==> src/rtl/pipelined_adder.sv <==
// Pipelined add/subtract unit: the operand is split into STAGES slices, one slice
// is added per clock and the carry is registered between stages.
module pipelined_adder #(
  parameter int WIDTH  = 32,
  parameter int STAGES = 4
) (
  input  logic             clk,
  input  logic             rst_n,
  input  logic             in_valid,
  output logic             in_ready,
  input  logic [WIDTH-1:0] a,
  input  logic [WIDTH-1:0] b,
  input  logic             cin,
  input  logic             sub,
  output logic             out_valid,
  input  logic             out_ready,
  output logic [WIDTH-1:0] sum,
  output logic             cout,
  output logic             ovf
);

  localparam int SW   = WIDTH / STAGES;
  localparam int LAST = STAGES - 1;

  logic             v_q  [STAGES];
  logic             c_q  [STAGES];
  logic [WIDTH-1:0] a_q  [STAGES];
  logic [WIDTH-1:0] b_q  [STAGES];
  logic [WIDTH-1:0] s_q  [STAGES];

  logic             iv   [STAGES];
  logic             ic   [STAGES];
  logic             nc   [STAGES];
  logic [WIDTH-1:0] ia   [STAGES];
  logic [WIDTH-1:0] ib   [STAGES];
  logic [WIDTH-1:0] isum [STAGES];
  logic [WIDTH-1:0] ns   [STAGES];
  logic [SW:0]      part;
  logic             adv;

  // The whole pipeline advances together, so a stalled sink freezes every stage.
  assign adv       = !v_q[LAST] | out_ready;
  assign in_ready  = adv;
  assign out_valid = v_q[LAST];
  assign sum       = s_q[LAST];
  assign cout      = c_q[LAST];
  assign ovf       = (a_q[LAST][WIDTH-1] == b_q[LAST][WIDTH-1]) &
                     (s_q[LAST][WIDTH-1] != a_q[LAST][WIDTH-1]);

  // Stage 0 takes the raw operands (b pre-inverted for subtract); later stages
  // take the previous stage's registers and fill in their own slice.
  always_comb begin
    iv[0]   = in_valid;
    ia[0]   = a;
    ib[0]   = sub ? ~b : b;
    ic[0]   = sub | cin;
    isum[0] = '0;
    for (int k = 1; k < STAGES; k++) begin
      iv[k]   = v_q[k-1];
      ia[k]   = a_q[k-1];
      ib[k]   = b_q[k-1];
      ic[k]   = c_q[k-1];
      isum[k] = s_q[k-1];
    end
    part = '0;
    for (int k = 0; k < STAGES; k++) begin
      part = {1'b0, ia[k][k*SW +: SW]} + {1'b0, ib[k][k*SW +: SW]} + {{SW{1'b0}}, ic[k]};
      ns[k]              = isum[k];
      ns[k][k*SW +: SW]  = part[SW-1:0];
      nc[k]              = part[SW];
    end
  end

  // Data registers load only with a valid beat, so bubbles leave results untouched.
  always_ff @(posedge clk or negedge rst_n) begin
    if (!rst_n) begin
      for (int k = 0; k < STAGES; k++) begin
        v_q[k] <= 1'b0;
        c_q[k] <= 1'b0;
        a_q[k] <= '0;
        b_q[k] <= '0;
        s_q[k] <= '0;
      end
    end else if (adv) begin
      for (int k = 0; k < STAGES; k++) begin
        v_q[k] <= iv[k];
        if (iv[k]) begin
          a_q[k] <= ia[k];
          b_q[k] <= ib[k];
          s_q[k] <= ns[k];
          c_q[k] <= nc[k];
        end
      end
    end
  end

endmodule

==> config.mk <==
export PLATFORM = sky130hd
export DESIGN_NAME = pipelined_adder
export DESIGN_NICKNAME = d
export VERILOG_FILES = /design/src/rtl/pipelined_adder.sv
export SDC_FILE = /design/constraint.sdc
export NUM_CORES = 1
export LEC_CHECK = 0
export BUFFER_PORTS_ARGS = -buffer_cell sky130_fd_sc_hd__buf_4
export CAP_MARGIN = 10
export CORE_MARGIN = 2
export CORE_UTILIZATION = 55
export DETAILED_ROUTE_END_ITERATION = 10
export GPL_TIMING_DRIVEN = 0
export PLACE_DENSITY = 0.74
export SETUP_SLACK_MARGIN = 0.02
export SLEW_MARGIN = 20
export SYNTH_ARGS = -nofsm -noshare
export SYNTH_HDL_FRONTEND = slang
export SYNTH_SLANG_ARGS = --single-unit
==> constraint.sdc <==
create_clock -name clk -period 2.8 [get_ports clk]
set_input_delay 0.28 -clock clk [delete_from_list [all_inputs] [get_ports clk]]
set_output_delay 0.28 -clock clk [all_outputs]
set_load 0.01 [all_outputs]
==> results.toml, run 1 <==
[status]
status = "completed"

[timing]
period_needed_ns = 2.348
maxSlewHeadroom_pct = 56.32
tightest_slew_ns = 0.6553
final_hold_viol_count = 0
slew_violations = 0
finalCritPeriodShare_pct = 83.87
finalSetupTns_ns = 0
rsz0062_at_grt = "false"
skew_ns = 0.007611
hold_ws_ns = 0.07451
max_freq_mhz = 425.8
setup_violations = 0

[critical_path]
crit_chain = "fa_1, fa_1, a211oi_1, o21a_1, nor2_1, o31a_1"
path_delay_family = "adder cells"
critPathMaxStageDelay_ns = 0.49
crit_path_end = "c_q[2]$_DFFE_PN0P_"
path_buf_inv = 0
worstReg2RegEnd = "c_q[2]$_DFFE_PN0P_"
rrSetupSlack_ns = 0.45
critPathSlowestCell = "fa_1"
crit_arrival_ns = 2.67
rr_worst_depth = 6
end_kind = "register"
critPathKind = "reg2reg"
worstSetupStartpointType = "register"
path_depth = 6
r2r_start = "c_q[3]$_DFFE_PN0P_"
worstPathRequired_ns = 3.12
crit_path_start = "c_q[3]$_DFFE_PN0P_"
cp_max_fo = 3
path_common_cell = "fa_1"

[floorplan]
core_area_um2 = 15770
die_h_um = 130.6
start_util_pct = 55.92
die_area_um2 = 17060
die_w_um = 130.6
ios = 106
rows = 46

[layout]
ff_latch_area_um2 = 4654
drive_gt1_share_pct = 36.75
layout-area-overhead-vs-synth_pct = 19.21
final-instance-count-excl-fill = 1054
multi_input_area_um2 = 3876
num-fill-cells = 1215
nNetsFinal = 931
n_antenna_cell = 0

[detailed_routing]
wl_per_cell_um = 18.34
drt-total-wl_um = 19330
viasPerCell = 5.616
drt_iter0_drc = 303
num_vias = 5919
drc_errors = 0
antenna_left = 0
firstDrtPassIters = 4

[yosys]
ys_top_cells_by_area = "dfrtp_1 53%, mux2_2 16%, ha_1 4.0%"
synth_nets = 806
ys_seq_elements = 186
ys_seq_area_share_pct = 52.78
async_flop_share_pct = 100.0
synth_cell_types = 46
yosysWarnings = 0
synth_area_per_cell_um2 = 12.60
synth_top_area_share_pct = 52.78
synth_edf_count = 0
synth_area_um2 = 8818
syn_inst = 700
synth_ff_type = "dfrtp_1"
yosys.area.top_type = "dfrtp_1"

[pwr]
leakage_nw = 4.737
power_density_nw_per_um2 = 1160
peakVddDrop_mv = 0.5827
fin_total_pwr_mw = 12.19

[cts]
clkLatencyLatePin_ns = 0.43
cts_max_level = 4
ctsResizeCount = 0
cts_max_path_buffers = 2
clk_pin_slew_ns = 0.07
cts.sinks = 186
cts-root-buf = "clkbuf_16"
tritoncts = "built"
numCtsBuffers = 17

[placement]
port_buffers = 104
dp_hpwl_um = 13890
gp_congestion = 0.8401
dp_cells = 1021

[global_routing]
grt.overflow.total = 0
grt_max_degree = 100
grt_pass1_wl_um = 31110
antenna_found_initial = 0
grt_usage_pct = 23.99
grt_pass1_vias = 6002

[job]
drv_cap = 0

[hold_path]
hp-class = "in2reg"
layout make-up:
cell class,count,area share (%)
Buffer,32,2.095
Clock buffer,19,4.308
Clock inverter,13,1.381
Inverter,18,0.6427
Multi-Input combinational cell,464,36.87
Sequential cell,186,44.28
Tap cell,216,2.571
Timing Repair Buffer,106,7.855
worst register-to-register path, stage by stage, from the launching register on:
cell      delay, ns
dfrtp_1        0.41
fa_1           0.49
fa_1           0.45
a211oi_1       0.37
o21a_1         0.19
nor2_1         0.06
o31a_1         0.27
synth_stat cells (all sizes together), types with 6 or more instances:
cell type / n
buf: 28
o211ai: 6
mux2: 125
a21o: 8
inv: 18
a21oi: 8
ha: 28
nand4b: 14
or2b: 6
nand2: 46
fa: 8
xor2: 16
xnor2: 25
o21bai: 11
nor2: 13
o311a: 6
a211oi: 9
o21ai: 68
nand2b: 8
nor3: 11
dfrtp: 186
repair_timing:
item,4_1_cts,5_1_grt
hold buffers,1,0
endpoints found under the hold margin,87,0
buffers inserted,0,0
power breakdown:
group,internal (mW),switching [mW]
registers,3.91,0.727
clock network,1.37,1.05
logic,2.67,2.46
total,7.95,4.24
per-layer routing:
metal	routed length [µm]	global-route usage (%)	vias to the layer above
met3	792	3.461	29
met5	0	0	-
met1	8366	32.44	2978
li1	-	-	2766
met4	369	8.761	0
met2	9805	39.92	146
flip-flops by register name, summed over array words and instances (netlist names):
register and flops:
cout 1, a_q 49, iv 3, c_q 3
out_valid 1, isum 48, b_q 49, sum 32
cells by family (layout without fill, tap and decap cells):
group | count (synthesis) | in the layout | synth area share (%)
xor gates and xnor gates | 41 | 41 | 4.072
muxes | 125 | 125 | 15.96
buffers and inverters | 50 | 188 | 3.263
DFF | 186 | 186 | 52.78
adders and majority gates | 36 | 36 | 5.789
AOI/OAI and AO/OA | 136 | 136 | 9.918
and+or+nand+nor | 126 | 126 | 8.215
worst min-delay path by stage:
stage	slack, ns	end	cells past startpoint	startpoint
floorplan	-0.02	a_q[104]$_DFFE_PN0P_	0	rst_n
global placement	0.46	isum[68]$_DFFE_PN0P_	1	isum[68]$_DFFE_PN0P_
detailed placement	0.33	a_q[120]$_DFFE_PN0P_	1	rst_n
CTS	0.07	a_q[107]$_DFFE_PN0P_	2	a[11]
global route	0.08	a_q[118]$_DFFE_PN0P_	2	a[22]
finish	0.07	a_q[107]$_DFFE_PN0P_	2	a[11]
through the flow:
step / setup WS [ns] / utilization [%] / cell area (µm²)
floorplan: 0.2454 / - / 8818
global placement: 0.09578 / 62.58 / 9869
detailed placement: 0.08325 / 62.81 / 9905
CTS: 0.4670 / 66.66 / 10510
global route: 0.3542 / 66.66 / 10510
finish: 0.4517 / 66.66 / 10510
cells in the final DEF (no fill, tap or decap), drive strengths merged, types with 6 or more instances in the layout:
| cell type | Yosys | layout |
|---|---|---|
| dfrtp | 186 | 186 |
| o311a | 6 | 6 |
| clkinv | 0 | 7 |
| nor2 | 13 | 13 |
| nand4b | 14 | 14 |
| ha | 28 | 28 |
| o21ai | 68 | 68 |
| fa | 8 | 8 |
| nand2b | 8 | 8 |
| nand2 | 46 | 46 |
| or2b | 6 | 6 |
| a21oi | 8 | 8 |
| buf | 28 | 133 |
| o21bai | 11 | 11 |
| clkbuf | 4 | 23 |
| xnor2 | 25 | 25 |
| xor2 | 16 | 16 |
| nor3 | 11 | 11 |
| inv | 18 | 19 |
| o211ai | 6 | 6 |
| a21o | 8 | 8 |
| mux2 | 125 | 125 |
| a211oi | 9 | 9 |
Note: power is estimated with default switching activity, not from simulation.
==> inputs of run 2 (changes only) <==
==> constraint.sdc (replaced) <==
create_clock -name clk -period 2.2 [get_ports clk]
set_input_delay 0.22 -clock clk [delete_from_list [all_inputs] [get_ports clk]]
set_output_delay 0.22 -clock clk [all_outputs]
set_load 0.01 [all_outputs]
==> results.toml, run 2 (synthesis gave the netlist of run 1 again) <==
[floorplan]
ios = 106
die_w_um = 130.6
die_area_um2 = 17060
die_h_um = 130.6
rows = 46
start_util_pct = 55.92
core_area_um2 = 15770

[detailed_routing]
viasPerCell = 5.689
firstDrtPassIters = 5
wl_per_cell_um = 18.72
num_vias = 6030
antenna_left = 0
drc_errors = 0
drt-total-wl_um = 19840
drt_iter0_drc = 452

[placement]
dp_hpwl_um = 14210
place_area_um2 = 9960
gp_congestion = 0.8925
port_buffers = 104

[critical_path]
worstReg2RegEnd = "sum[30]$_DFFE_PN0P_"
rr_worst_depth = 7
crit_arrival_ns = 2.48
worstPathRequired_ns = 2.57
rrSetupSlack_ns = 0.09
worstSetupStartpointType = "register"
cp_max_fo = 4
end_kind = "register"
critPathKind = "reg2reg"
r2r_start = "c_q[1]$_DFFE_PN0P_"

[pwr]
fin_total_pwr_mw = 16.10
peakVddDrop_mv = 0.7116
leakage_nw = 4.820
internal-power_mw = 10.66
power_density_nw_per_um2 = 1505
p_clk_share_pct = 21.3
p_sw_mw = 5.448
seqPwrFrac_pct = 36.7
combPwrFrac_pct = 42.0
switching_share_pct = 33.83

[cts]
cts.sinks = 186
clk_pin_slew_ns = 0.07
clkLatencyLatePin_ns = 0.43
cts-root-buf = "clkbuf_16"
numCtsBuffers = 17
tritoncts = "built"
cts_max_level = 4
cts_max_path_buffers = 2

[timing]
max_freq_mhz = 472.8
period_needed_ns = 2.115
finalSetupTns_ns = 0
tightest_slew_ns = 0.5507
finalCritPeriodShare_pct = 96.13
skew_ns = 0.007449
maxSlewHeadroom_pct = 63.29
rsz0062_at_grt = "false"
hold_ws_ns = 0.01632
final_hold_viol_count = 0
setup_violations = 0
slew_violations = 0

[layout]
drive_gt1_share_pct = 38.63
layout_commonest_cell = "dfrtp_1"
layout-area-overhead-vs-synth_pct = 21.37
fin_util_pct = 67.87
final_cell_mix = "186 x dfrtp_1, 125 x mux2_2, 114 x buf_4"
nNetsFinal = 937
ff_latch_area_um2 = 4654
num-fill-cells = 1170
n_antenna_cell = 0
final_cell_area_um2 = 10700
multi_input_area_um2 = 3909

[hold_path]
hp-class = "in2reg"
min_to = "a_q[105]$_DFFE_PN0P_"
hold_start = "a[9]"
hold_path_depth = 2

[global_routing]
grt.overflow.total = 0
grt_pass1_vias = 6167
grt_pass1_wl_um = 31520
grt_usage_pct = 24.45
antenna_found_initial = 0
grt_max_degree = 83

[status]
status = "completed"

[job]
drv_cap = 0
run 2: routing by layer:
| layer | up-vias | track usage [%] | share of wire, % |
|---|---|---|---|
| met4 | 0 | 7.822 | 1.9 |
| met5 | - | 0 | 0 |
| met2 | 165 | 41.42 | 50 |
| met1 | 3049 | 31.69 | 44 |
| met3 | 31 | 5.252 | 3.9 |
| li1 | 2785 | - | - |
run 2: timing repair:
action	4_1_cts	5_1_grt
setup endpoints to repair	4	4
buffers inserted	0	5
hold buffers	1	0
resized for setup	6	4
endpoints found under the hold margin	31	0
pin swaps	0	9
run 2: power by group through the flow:
stage,Combinational [mW],Sequential (mW),Clock [mW]
after floorplan,4.59,5.77,0
after global placement,6.23,5.87,0
after detailed placement,6.52,5.96,0
after CTS,6.64,5.92,3.46
after global routing,7.41,6.08,3.62
final,6.76,5.91,3.43
run 2: how the worst max path moves through the flow:
| stage | start | to | depth (start not counted) |
|---|---|---|---|
| floorplan | sub | isum[70]$_DFFE_PN0P_ | 10 |
| global placement | rst_n | sum[4]$_DFFE_PN0P_ | 1 |
| detailed placement | sub | isum[70]$_DFFE_PN0P_ | 10 |
| CTS | c_q[3]$_DFFE_PN0P_ | c_q[2]$_DFFE_PN0P_ | 6 |
| global route | b_q[104]$_DFFE_PN0P_ | c_q[2]$_DFFE_PN0P_ | 6 |
| finish | c_q[1]$_DFFE_PN0P_ | sum[30]$_DFFE_PN0P_ | 7 |
run 2: critical path, stage by stage (launching register included):
cell	delay, ns
dfrtp_1	0.40
fa_2	0.43
inv_2	0.08
fa_2	0.24
nor2b_4	0.05
o31a_1	0.29
or4_1	0.48
nand3_1	0.09
run 2: through the flow:
stage                     setup WS [ns]  cells
after floorplan                -0.07249    700
after global placement          -0.1715   1020
after detailed placement        -0.2009   1022
after CTS                      0.005478   1055
after global routing            0.02871   1060
final                           0.08513   1060
run 2: area by class of cell:
cell class	count	area share, %
clock buffers	22	4.524
well taps	216	2.525
inverters	18	0.6313
repair buffers	112	8.324
plain buffers	32	2.245
flip-flops and latches	186	43.49
clock inverters	10	1.742
multi-input cells	464	36.52
==> inputs of run 3 (changes only) <==
--- a/config.mk
+++ b/config.mk
@@ -5,11 +5,12 @@
 export SDC_FILE = /design/constraint.sdc
 export NUM_CORES = 1
 export LEC_CHECK = 0
-export BUFFER_PORTS_ARGS = -buffer_cell sky130_fd_sc_hd__buf_4
+export BUFFER_PORTS_ARGS = -buffer_cell sky130_fd_sc_hd__buf_2
 export CAP_MARGIN = 10
 export CORE_MARGIN = 2
 export CORE_UTILIZATION = 55
 export DETAILED_ROUTE_END_ITERATION = 10
+export GPL_ROUTABILITY_DRIVEN = 0
 export GPL_TIMING_DRIVEN = 0
 export PLACE_DENSITY = 0.74
 export SETUP_SLACK_MARGIN = 0.02
==> results.toml, run 3 (synthesis gave the netlist of run 1 again) <==
[status]
status = "completed"

[detailed_routing]
drt-total-wl_um = 19060
viasPerCell = 5.634
wl_per_cell_um = 18.04
num_vias = 5949
drc_errors = 0
firstDrtPassIters = 8
antenna_left = 0
drt_iter0_drc = 461

[floorplan]
ios = 106
rows = 46
die_area_um2 = 17060
die_h_um = 130.6
die_w_um = 130.6
start_util_pct = 55.92
core_area_um2 = 15770

[layout]
layout-area-overhead-vs-synth_pct = 17.10
num-fill-cells = 1217
drive_gt1_share_pct = 38.21
fin_util_pct = 65.48
final_cell_area_um2 = 10330
final_cell_mix = "186 x dfrtp_1, 125 x mux2_2, 115 x buf_2"
layout_commonest_cell = "dfrtp_1"
nNetsFinal = 933
n_antenna_cell = 0

[critical_path]
cp_max_fo = 4
end_kind = "register"
worstSetupStartpointType = "register"
critPathSlowestCell = "or4_1"
critPathKind = "reg2reg"
worstPathRequired_ns = 2.56
crit_chain = "fa_2, inv_1, fa_2, nor2b_4, o31a_1, or4_1, nand3_1"
crit_arrival_ns = 2.47
path_common_cell = "fa_2"
critPathMaxStageDelay_ns = 0.47

[cts]
cts-root-buf = "clkbuf_16"
clkLatencyLatePin_ns = 0.43
numCtsBuffers = 17
cts_max_path_buffers = 2
cts_max_level = 4
tritoncts = "built"
cts.sinks = 186
clk_pin_slew_ns = 0.07

[global_routing]
grt_usage_pct = 23.57
grt_max_degree = 100
grt_pass1_wl_um = 30440
grt.overflow.total = 0
antenna_found_initial = 0
grt_pass1_vias = 6021

[placement]
dp_slack_ns = -0.2387
dp_hpwl_um = 13650
port_buffers = 104
place_area_um2 = 9674

[timing]
setup_violations = 0
tightest_slew_ns = 0.6566
skew_ns = 0.006645
hold_ws_ns = 0.01846
setup_ws_ns = 0.08799
final_hold_viol_count = 0
maxSlewHeadroom_pct = 56.23
finalSetupTns_ns = 0
period_needed_ns = 2.112
slew_violations = 0
rsz0062_at_grt = "false"
max_freq_mhz = 473.5
finalCritPeriodShare_pct = 96.00

[job]
drv_cap = 0

[hold_path]
hp-class = "in2reg"

[pwr]
power_density_nw_per_um2 = 1490
leakage_nw = 4.668
peakVddDrop_mv = 0.7065
[run 3: changes by cell type in the layout (fill, tap and decap cells not counted), sizes merged]
cell / before / now
buf: 139 / 135
bufinv: 5 / 2
clkinvlp: 0 / 3
clkbuf: 26 / 24
clkinv: 4 / 5
inv: 19 / 20
[run 3: worst paths after layout]
check                                      from                   end  slack [ns]  cells after the start
hold / removal                            a[13]  a_q[109]$_DFFE_PN0P_        0.02                      2
hold reg to reg            isum[20]$_DFFE_PN0P_  isum[20]$_DFFE_PN0P_        0.48                      1
max in group asynchronous                 rst_n   isum[0]$_DFFE_PN0P_        0.93                      3
setup / recovery             c_q[1]$_DFFE_PN0P_   sum[30]$_DFFE_PN0P_        0.09                      7
setup reg to reg             c_q[1]$_DFFE_PN0P_   sum[30]$_DFFE_PN0P_        0.09                      7
min in group asynchronous                 rst_n  a_q[125]$_DFFE_PN0P_        0.38                      2
[run 3: cell type report]
cell class	count	area [µm²]	area share, %
Tap cell	216	270.3	2.617
Inverter	18	67.56	0.6543
Buffer	32	240.2	2.326
Sequential cell	186	4654	45.07
Clock inverter	12	140.1	1.357
Timing Repair Buffer	108	583.1	5.646
Clock buffer	20	466.7	4.520
Multi-Input combinational cell	464	3904	37.80
[run 3: power by group]
group	internal [mW]	switching [mW]	total, mW	leakage (nW)
logic	3.27	3.15	6.42	2.14
registers	4.98	0.896	5.87	2.24
clock network	1.78	1.32	3.10	0.289
[run 3: metrics by stage]
stage / cells / power, mW
finish: 1056 / 15.39
global route: 1056 / 16.40
CTS: 1054 / 15.38
detailed placement: 1021 / 12.19
global placement: 1020 / 11.85
floorplan: 700 / 10.37
[run 3: worst max-delay path: cells and delay by family, from the launching register on]
| family | cells | cell delay (ns) |
|---|---|---|
| buffers and inverters | 1 | 0.09 |
| adder cells (fa/ha/maj) | 2 | 0.66 |
| AO/OA/AOI/OAI | 1 | 0.28 |
| AND/OR/NAND/NOR | 3 | 0.61 |
| flip-flops | 1 | 0.41 |
[run 3: what timing repair did]
item                                   in CTS  in global routing
setup endpoints to repair                   4                  3
endpoints found under the hold margin      87                  0
buffers inserted                            0                  2
gates resized for setup                     6                  2
pin swaps                                   0                  4
hold buffers                                1                  0
[run 3: layer usage]
metal | vias to the layer above | wire length (µm) | GRT usage (%)
met4 | 0 | 447 | 9.387
met2 | 179 | 9318 | 39.15
met1 | 2956 | 8349 | 31.15
li1 | 2781 | - | -
met3 | 33 | 939 | 4.031
met5 | - | 0 | 0
